File: config.mk
export PLATFORM = sky130hd
export DESIGN_NAME = vga_sync
export DESIGN_NICKNAME = d
export VERILOG_FILES = /design/src/rtl/vga_sync.sv
export SDC_FILE = /design/constraint.sdc
export NUM_CORES = 1
export LEC_CHECK = 0
export BUFFER_PORTS_ARGS = -buffer_cell sky130_fd_sc_hd__buf_2
export CAP_MARGIN = 20
export CORE_MARGIN = 5
export CORE_UTILIZATION = 28
export DETAILED_ROUTE_END_ITERATION = 12
export GPL_TIMING_DRIVEN = 0
export SETUP_SLACK_MARGIN = 0.1
export SYNTH_ARGS = -nofsm -noshare
export SYNTH_HDL_FRONTEND = slang
export SYNTH_SLANG_ARGS = --single-unit
File: constraint.sdc
create_clock -name clk -period 2.01 [get_ports clk]
set_clock_uncertainty 0.05 [all_clocks]
set_input_delay 0.1005 -clock clk [delete_from_list [all_inputs] [get_ports clk]]
set_output_delay 0.1005 -clock clk [all_outputs]
set_load 0.005 [all_outputs]
File: src/rtl/vga_sync.sv
`timescale 1ns/1ps
// vga_sync: 640x480@60 timing generator on a 100 MHz clock with a /4 pixel enable.
// Latency: hsync/vsync are registered from next-state counters, so they align with pixel_x/pixel_y.
// Backpressure: none; free-running. Optional frame_tick port when VGA_SYNC_FRAME_TICK_EN is defined.
module vga_sync (
  input  logic       clk,
  input  logic       rst,
  output logic       hsync,
  output logic       vsync,
  output logic       video_on,
  output logic       p_tick,
  output logic [9:0] pixel_x,
  output logic [9:0] pixel_y
`ifdef VGA_SYNC_FRAME_TICK_EN
  ,
  output logic       frame_tick
`endif
);

  // Horizontal timing in pixels: visible, front porch, sync, back porch.
  localparam logic [9:0] H_VIS   = 10'd640;
  localparam logic [9:0] H_SYNC0 = 10'd656;
  localparam logic [9:0] H_SYNC1 = 10'd751;
  localparam logic [9:0] H_LAST  = 10'd799;
  // Vertical timing in lines.
  localparam logic [9:0] V_VIS   = 10'd480;
  localparam logic [9:0] V_SYNC0 = 10'd490;
  localparam logic [9:0] V_SYNC1 = 10'd491;
  localparam logic [9:0] V_LAST  = 10'd524;

  logic [1:0] r_div;
  logic [9:0] r_h_count;
  logic [9:0] r_v_count;
  logic       r_hsync;
  logic       r_vsync;

  logic       w_tick;
  logic       w_h_end;
  logic       w_v_end;
  logic [9:0] w_h_next;
  logic [9:0] w_v_next;
  logic       w_hsync_next;
  logic       w_vsync_next;

  assign w_tick  = (r_div == 2'd3);
  // >= rather than == so a corrupted counter snaps back into range instead of running on.
  assign w_h_end = (r_h_count >= H_LAST);
  assign w_v_end = (r_v_count >= V_LAST);

  // Next-state counters; the h/v wrap at end of frame happens in one step.
  always_comb begin
    w_h_next = r_h_count;
    w_v_next = r_v_count;
    if (w_tick) begin
      if (w_h_end) begin
        w_h_next = 10'd0;
        w_v_next = w_v_end ? 10'd0 : (r_v_count + 10'd1);
      end else begin
        w_h_next = r_h_count + 10'd1;
      end
    end
  end

  // Syncs decoded from next-state counters so the registered pulse lines up with the counters.
  always_comb begin
    w_hsync_next = ~((w_h_next >= H_SYNC0) && (w_h_next <= H_SYNC1));
    w_vsync_next = ~((w_v_next >= V_SYNC0) && (w_v_next <= V_SYNC1));
  end

  // Divider, counters and sync registers; reset parks everything at top-left with syncs idle.
  always_ff @(posedge clk or posedge rst) begin
    if (rst) begin
      r_div     <= 2'd0;
      r_h_count <= 10'd0;
      r_v_count <= 10'd0;
      r_hsync   <= 1'b1;
      r_vsync   <= 1'b1;
    end else begin
      r_div     <= r_div + 2'd1;
      r_h_count <= w_h_next;
      r_v_count <= w_v_next;
      r_hsync   <= w_hsync_next;
      r_vsync   <= w_vsync_next;
    end
  end

  assign p_tick   = w_tick;
  assign hsync    = r_hsync;
  assign vsync    = r_vsync;
  assign pixel_x  = r_h_count;
  assign pixel_y  = r_v_count;
  assign video_on = (r_h_count < H_VIS) && (r_v_count < V_VIS);

`ifdef VGA_SYNC_FRAME_TICK_EN
  // One clk per frame: the pixel enable that retires the last pixel of the last line.
  assign frame_tick = w_tick && (r_h_count == H_LAST) && (r_v_count == V_LAST);
`endif

endmodule

* After elaboration in Yosys (flattened, before gate mapping)
Cells that the tools add are included.
** Cells by class
- Bitwise gates (word level) :: 2
- Multiplexer cells :: 5
- Add/sub/neg operators :: 3
- Multiply operators :: 0
- Reduce and logical (&&, ||, !) cells :: 3
- Shift operators :: 0
- Equality and inequality tests :: 1
- Magnitude comparators :: 8
- Div/mod/pow operators :: 0
** Operators with widths (count)
- 10-bit 2-to-1 mux :: 5
- 10-bit >= comparator (second input constant) :: 3
- 10-bit by 1-bit adder with 10-bit output (second input constant) :: 2
- 10-bit by 9-bit >= comparator with 1-bit output (second input constant) :: 1
- 10-bit less-or-equal comparator (second input constant) :: 1
- 10-bit by 9-bit less-or-equal comparator with 1-bit output (second input constant) :: 1
- 10-bit less-than comparator (second input constant) :: 1
- 10-bit by 9-bit less-than comparator with 1-bit output (second input constant) :: 1
- 1-bit logical AND :: 3
- 2-bit by 1-bit adder with 2-bit output (second input constant) :: 1
- 2-bit equality test (second input constant) :: 1
- 1-bit inverter :: 2
** Storage, ports and cells
- Flip-flop bits (word level) :: 24
- RAM bits :: 0
- Input port bits :: 2
- Word-level logic and storage cells :: 27
- Memory bits (read-only) :: 0
- Bits in latches :: 0
- Memories kept :: 0

* Depth between registers and ports, before layout
- Depth in word-level cells :: 7
- Mapped depth :: 7

* Least setup slack after synthesis
OpenSTA, ideal clock, no wires.
- Path type :: register to register
- Start point :: register r_v_count[0] (netlist: pixel_y[0])
- End point :: register r_vsync (netlist: vsync)
- Stages on the path, launching flop included :: 8
- Setup time :: 0.098 ns
- Data required time :: 1.862 ns
- Setup slack :: 0.154 ns
- Data arrival time :: 1.708 ns
- Period minus slack after synthesis :: 1.856 ns
- Cell sequence :: dfrtp_1 > ha_1 > buf_2 > and4_1 > nand2_1 > or3_1 > a311oi_2 > nand4_1
** Between the ends
- Word-level cells in the longest chain between the ends :: 7
** Ends and longest elaborated chain
- start, declared :: RTL line 33 : logic [9:0] r_v_count;
- start signal, assigned :: RTL line 81 : r_v_count <= w_v_next;
- 10-bit by 1-bit adder with 10-bit output / 10-bit >= comparator (equally long branches) :: RTL line 57, 48
- 10-bit 2-to-1 mux :: RTL line 57 : w_v_next = w_v_end ? 10'd0 : (r_v_count + 10'd1);
- 10-bit 2-to-1 mux :: RTL line 55 : if (w_h_end) begin
- 10-bit 2-to-1 mux * :: RTL line 54 : if (w_tick) begin
- 10-bit by 9-bit >= comparator with 1-bit output / 10-bit by 9-bit less-or-equal comparator with 1-bit output (equally long branches) :: RTL line 67 : w_vsync_next = ~((w_v_next >= V_SYNC0) && (w_v_next <= V_SYNC1));
- 1-bit logical AND * :: RTL line 67
- 1-bit inverter * :: RTL line 67
- named net w_vsync_next :: RTL line 43 : logic w_vsync_next;
- end signal, assigned :: RTL line 83 : r_vsync <= w_vsync_next;
- end, declared :: RTL line 35 : logic r_vsync;
Mark *: on every way through the listed nets, which the timed path passes. The rest lies on a longest branch.

* Worst setup path after layout
- Start point :: register r_h_count[0] (netlist: pixel_x[0])
- End point :: register r_vsync (netlist: vsync)
** Between the ends
- Word-level cells in the longest chain between the ends :: 6
** Ends and longest elaborated chain
- start, declared :: RTL line 32 : logic [9:0] r_h_count;
- start signal, assigned :: RTL line 80 : r_h_count <= w_h_next;
- 10-bit >= comparator * :: RTL line 47 : assign w_h_end = (r_h_count >= H_LAST);
- 10-bit 2-to-1 mux * :: RTL line 55
- 10-bit 2-to-1 mux * :: RTL line 54
- 10-bit by 9-bit >= comparator with 1-bit output / 10-bit by 9-bit less-or-equal comparator with 1-bit output (equally long branches) :: RTL line 67
- 1-bit logical AND * :: RTL line 67
- 1-bit inverter * :: RTL line 67
- named net w_vsync_next :: RTL line 43
Marked as above.

==> flow_summary_export.csv <==
group,metric,value,unit
placed_design,dpl.hpwl,2750,µm
cells_and_area,final-instance-count-excl-fill,290,
synth,yosysWarningCount,0,
timing,max_freq,516,MHz
placed_design,port_buffers,25,
placed_design,place_congestion,0.907,
routing,drcViolationCount,0,
clock_tree,cts_tree,"built",
cells_and_area,drive_gt1_share,35.0,%
critical_path,rrSetupSlack,70,ps
timing,holdWs,238,ps
critical_path,rr_endpoint,"vsync",
critical_path,path_class,"flop to flop",
critical_path,crit_buf_inv,1,
floorplan,start_util,28.8,%
critical_path,cp.required,2150,ps
clock_tree,cts_buffers,3,
timing,slew_headroom,70.4,%
timing,tns,0,ps
timing,rsz0062_at_grt,"true",
power_and_ir_drop,p_leak,0.884,nW
synth,synth_area_leaders,"dfrtp_1 (37%), o21ai_0 (5.1%), nand2_1 (4.8%), nand4_1 (3.8%), dfstp_2 (3.5%)",
synth,syn-num-nets,178,
routing,ant_nets,0,
outcome,status,"finished, final reports clean",
synth,async_flop_share,100,%
routing,wl_per_cell,14.6,µm
cells_and_area,syn_to_final_growth,35.9,%
synth,synthesis.instances,172,
cells_and_area,diodes,0,
synth,synth_flop_cell,"dfrtp_1",
critical_path,crit_path_top_delay_cell,"dfrtp_1",
grt,grt_overflow,0,
clock_tree,clock_path_buffers,2,
critical_path,max_stage_delay,370,ps
floorplan,coreArea,0.00514,mm²
cells_and_area,nets,227,
synth,synth_xor_area_share,1.18,%
grt,grt_max_degree,25,
timing,post-route-min-period,1940,ps
synth,synth.avg_cell_area,8.62,µm²
timing,hold_viol_final,0,
timing,setup_viol,0,
clock_tree,cts-root-buf,"clkbuf_8",
timing,final.period_utilization,96.3,%
timing,tightest_slew,441,ps
floorplan,die_y,82.8,µm
placed_design,dp.cells,267,
cells_and_area,layout_commonest_cell,"buf_2",
critical_path,critPathTopFamily,"simple AND/OR/NAND/NOR gates",
floorplan,io_pins,26,
cells_and_area,stdcell_area,0.00202,mm²
critical_path,cp_max_fo,4,
synth,synth_top_family_by_area,"simple AND/OR/NAND/NOR gates",
floorplan,die_x,82.8,µm
routing,vias,1487,
timing,slew_viol_final,0,
synth,ys_seq_area_share,40.7,%
grt,grt_pass1_wl,6930,µm
min_path,hold_path_class,"input port to asynchronous set/reset pin",
synth,synthAdderAreaFrac,3.38,%
grt,grt_pass1_vias,1408,
power_and_ir_drop,power.density,417,mW/mm²
floorplan,die_area,0.00685,mm²
synth,synth_top_area_cell,"dfrtp_1",
power_and_ir_drop,ir_drop,261,µV
clock_tree,insertion_delay,270,ps
flow_run,cap_violations,0,
clock_tree,cts_max_level,1,
grt,grtUsageTotal,13.2,%
grt,antenna_found_initial,0,
clock_tree,clk_pin_slew,90,ps
routing,wl,4240,µm
critical_path,end_kind,"flop",
cells_and_area,final_util,39.2,%
routing,first_iter_violations,119,
critical_path,reg2regPathDepth,7,
cells_and_area,final_cell_mix,"buf_2 (31), dfrtp_1 (20), nand2_1 (19), buf_4 (15), o21ai_0 (14)",
synth,synth_mux_area_share,0.759,%
synth,synth_compound_area_share,21.4,%
synth,synth_edf_count,0,
placed_design,place_area,0.00170,mm²
synth,synth.distinct_cells,45,
critical_path,worstPathCellList,"ha_2 > and4_4 > o41ai_4 > buf_6 > or3_1 > a311oi_2 > nand4_1",
synth,syn_area,0.00148,mm²
clock_tree,cts_sinks,24,
critical_path,cp.arrival,2070,ps
critical_path,critPathLaunchType,"flop",
synth,ys_seq_elements,24,
routing,first_pass_iters,4,
floorplan,fp-row-count,26,
synth,synth_top_area_share,37.1,%
critical_path,reg2reg_from,"pixel_x[0]",
routing,viasPerCell,5.13,
synth,synth-simple-area-share,26.4,%
==> layout make-up <==
| type | count | area [µm²] |
|---|---|---|
| fill | 556 | 3120 |
| sequential | 24 | 606 |
| inverter | 8 | 30.0 |
| multi-input combinational | 128 | 867 |
| buffer | 12 | 72.6 |
| clock buffer | 4 | 55.1 |
| tap | 70 | 87.6 |
| timing repair buffer | 44 | 298 |
==> sequential cells by signal, indices dropped and copies added (netlist names) <==
signal   cells
r_div        2
vsync        1
hsync        1
pixel_x     10
pixel_y     10
==> metal layers <==
| layer | GRT usage, % | share of wire [%] | vias up |
|---|---|---|---|
| li1 | - | - | 728 |
| met1 | 17.4 | 44 | 707 |
| met2 | 21.1 | 48 | 44 |
| met3 | 2.48 | 4.9 | 8 |
| met4 | 5.56 | 2.1 | 0 |
| met5 | 0 | 0 | - |
==> power by group <==
| group | switching, W | leakage [nW] | internal, W | total (W) |
|---|---|---|---|---|
| combinational | 0.0000115 | 0.544 | 0.00000749 | 0.0000190 |
| clock | 0.000163 | 0.0288 | 0.000175 | 0.000338 |
| sequential | 0 | 0.311 | 0.000483 | 0.000483 |
| total | 0.000175 | 0.884 | 0.000665 | 0.000840 |
==> worst max-delay path by stage <==
stage,to,cells past startpoint,startpoint
finish,vsync,7,pixel_x[0]
detailed placement,vsync,7,pixel_y[1]
global route,hsync,8,pixel_x[0]
CTS,vsync,7,pixel_x[1]
floorplan,vsync,7,pixel_y[0]
global placement,vsync,7,pixel_y[1]
==> Yosys cell counts, drive strengths merged (2+ instances only) <==
master  number
dfrtp       22
nand2       19
o21ai       19
nor2        10
nand4        9
a21oi        8
buf          8
inv          8
nand3        7
and3         5
clkbuf       4
ha           4
nor3         4
or3          4
nand3b       3
o211ai       3
o41ai        3
a21boi       2
a31oi        2
and4         2
dfstp        2
nand2b       2
nand4b       2
nor2b        2
o22ai        2
o31ai        2
==> through the flow <==
step,power [W],setup slack (ps)
3_3_place_gp,0.000504,-77.5
3_5_place_dp,0.000504,-95.9
4_1_cts,0.000845,93.6
6_report,0.000840,73.4
2_1_floorplan,0.000499,154
5_1_grt,0.000884,-5.70
==> worst min-delay path, cell delays in order <==
cell	delay, ps
dlygate4sd3_1	530
buf_2	110
inv_1	210
==> cell families (layout without fill, tap and decap cells) <==
logic type / Yosys count / after routing
and+or+nand+nor: 73 / 73
DFF: 24 / 24
adders and majority gates: 4 / 4
xor gates and xnor gates: 2 / 2
muxes: 1 / 1
buffers and inverters: 20 / 68
AOI/OAI and AO/OA: 48 / 48
==> what timing repair did <==
action                                  in CTS  in global routing
resized for setup                           13                 16
hold buffers                                 0                  1
pin swaps                                    5                  7
endpoints found under the setup margin       4                 10
hold endpoints to repair                     0                 22
buffers inserted                            11                  6
No activity file was read; power rests on OpenSTA's default activity.
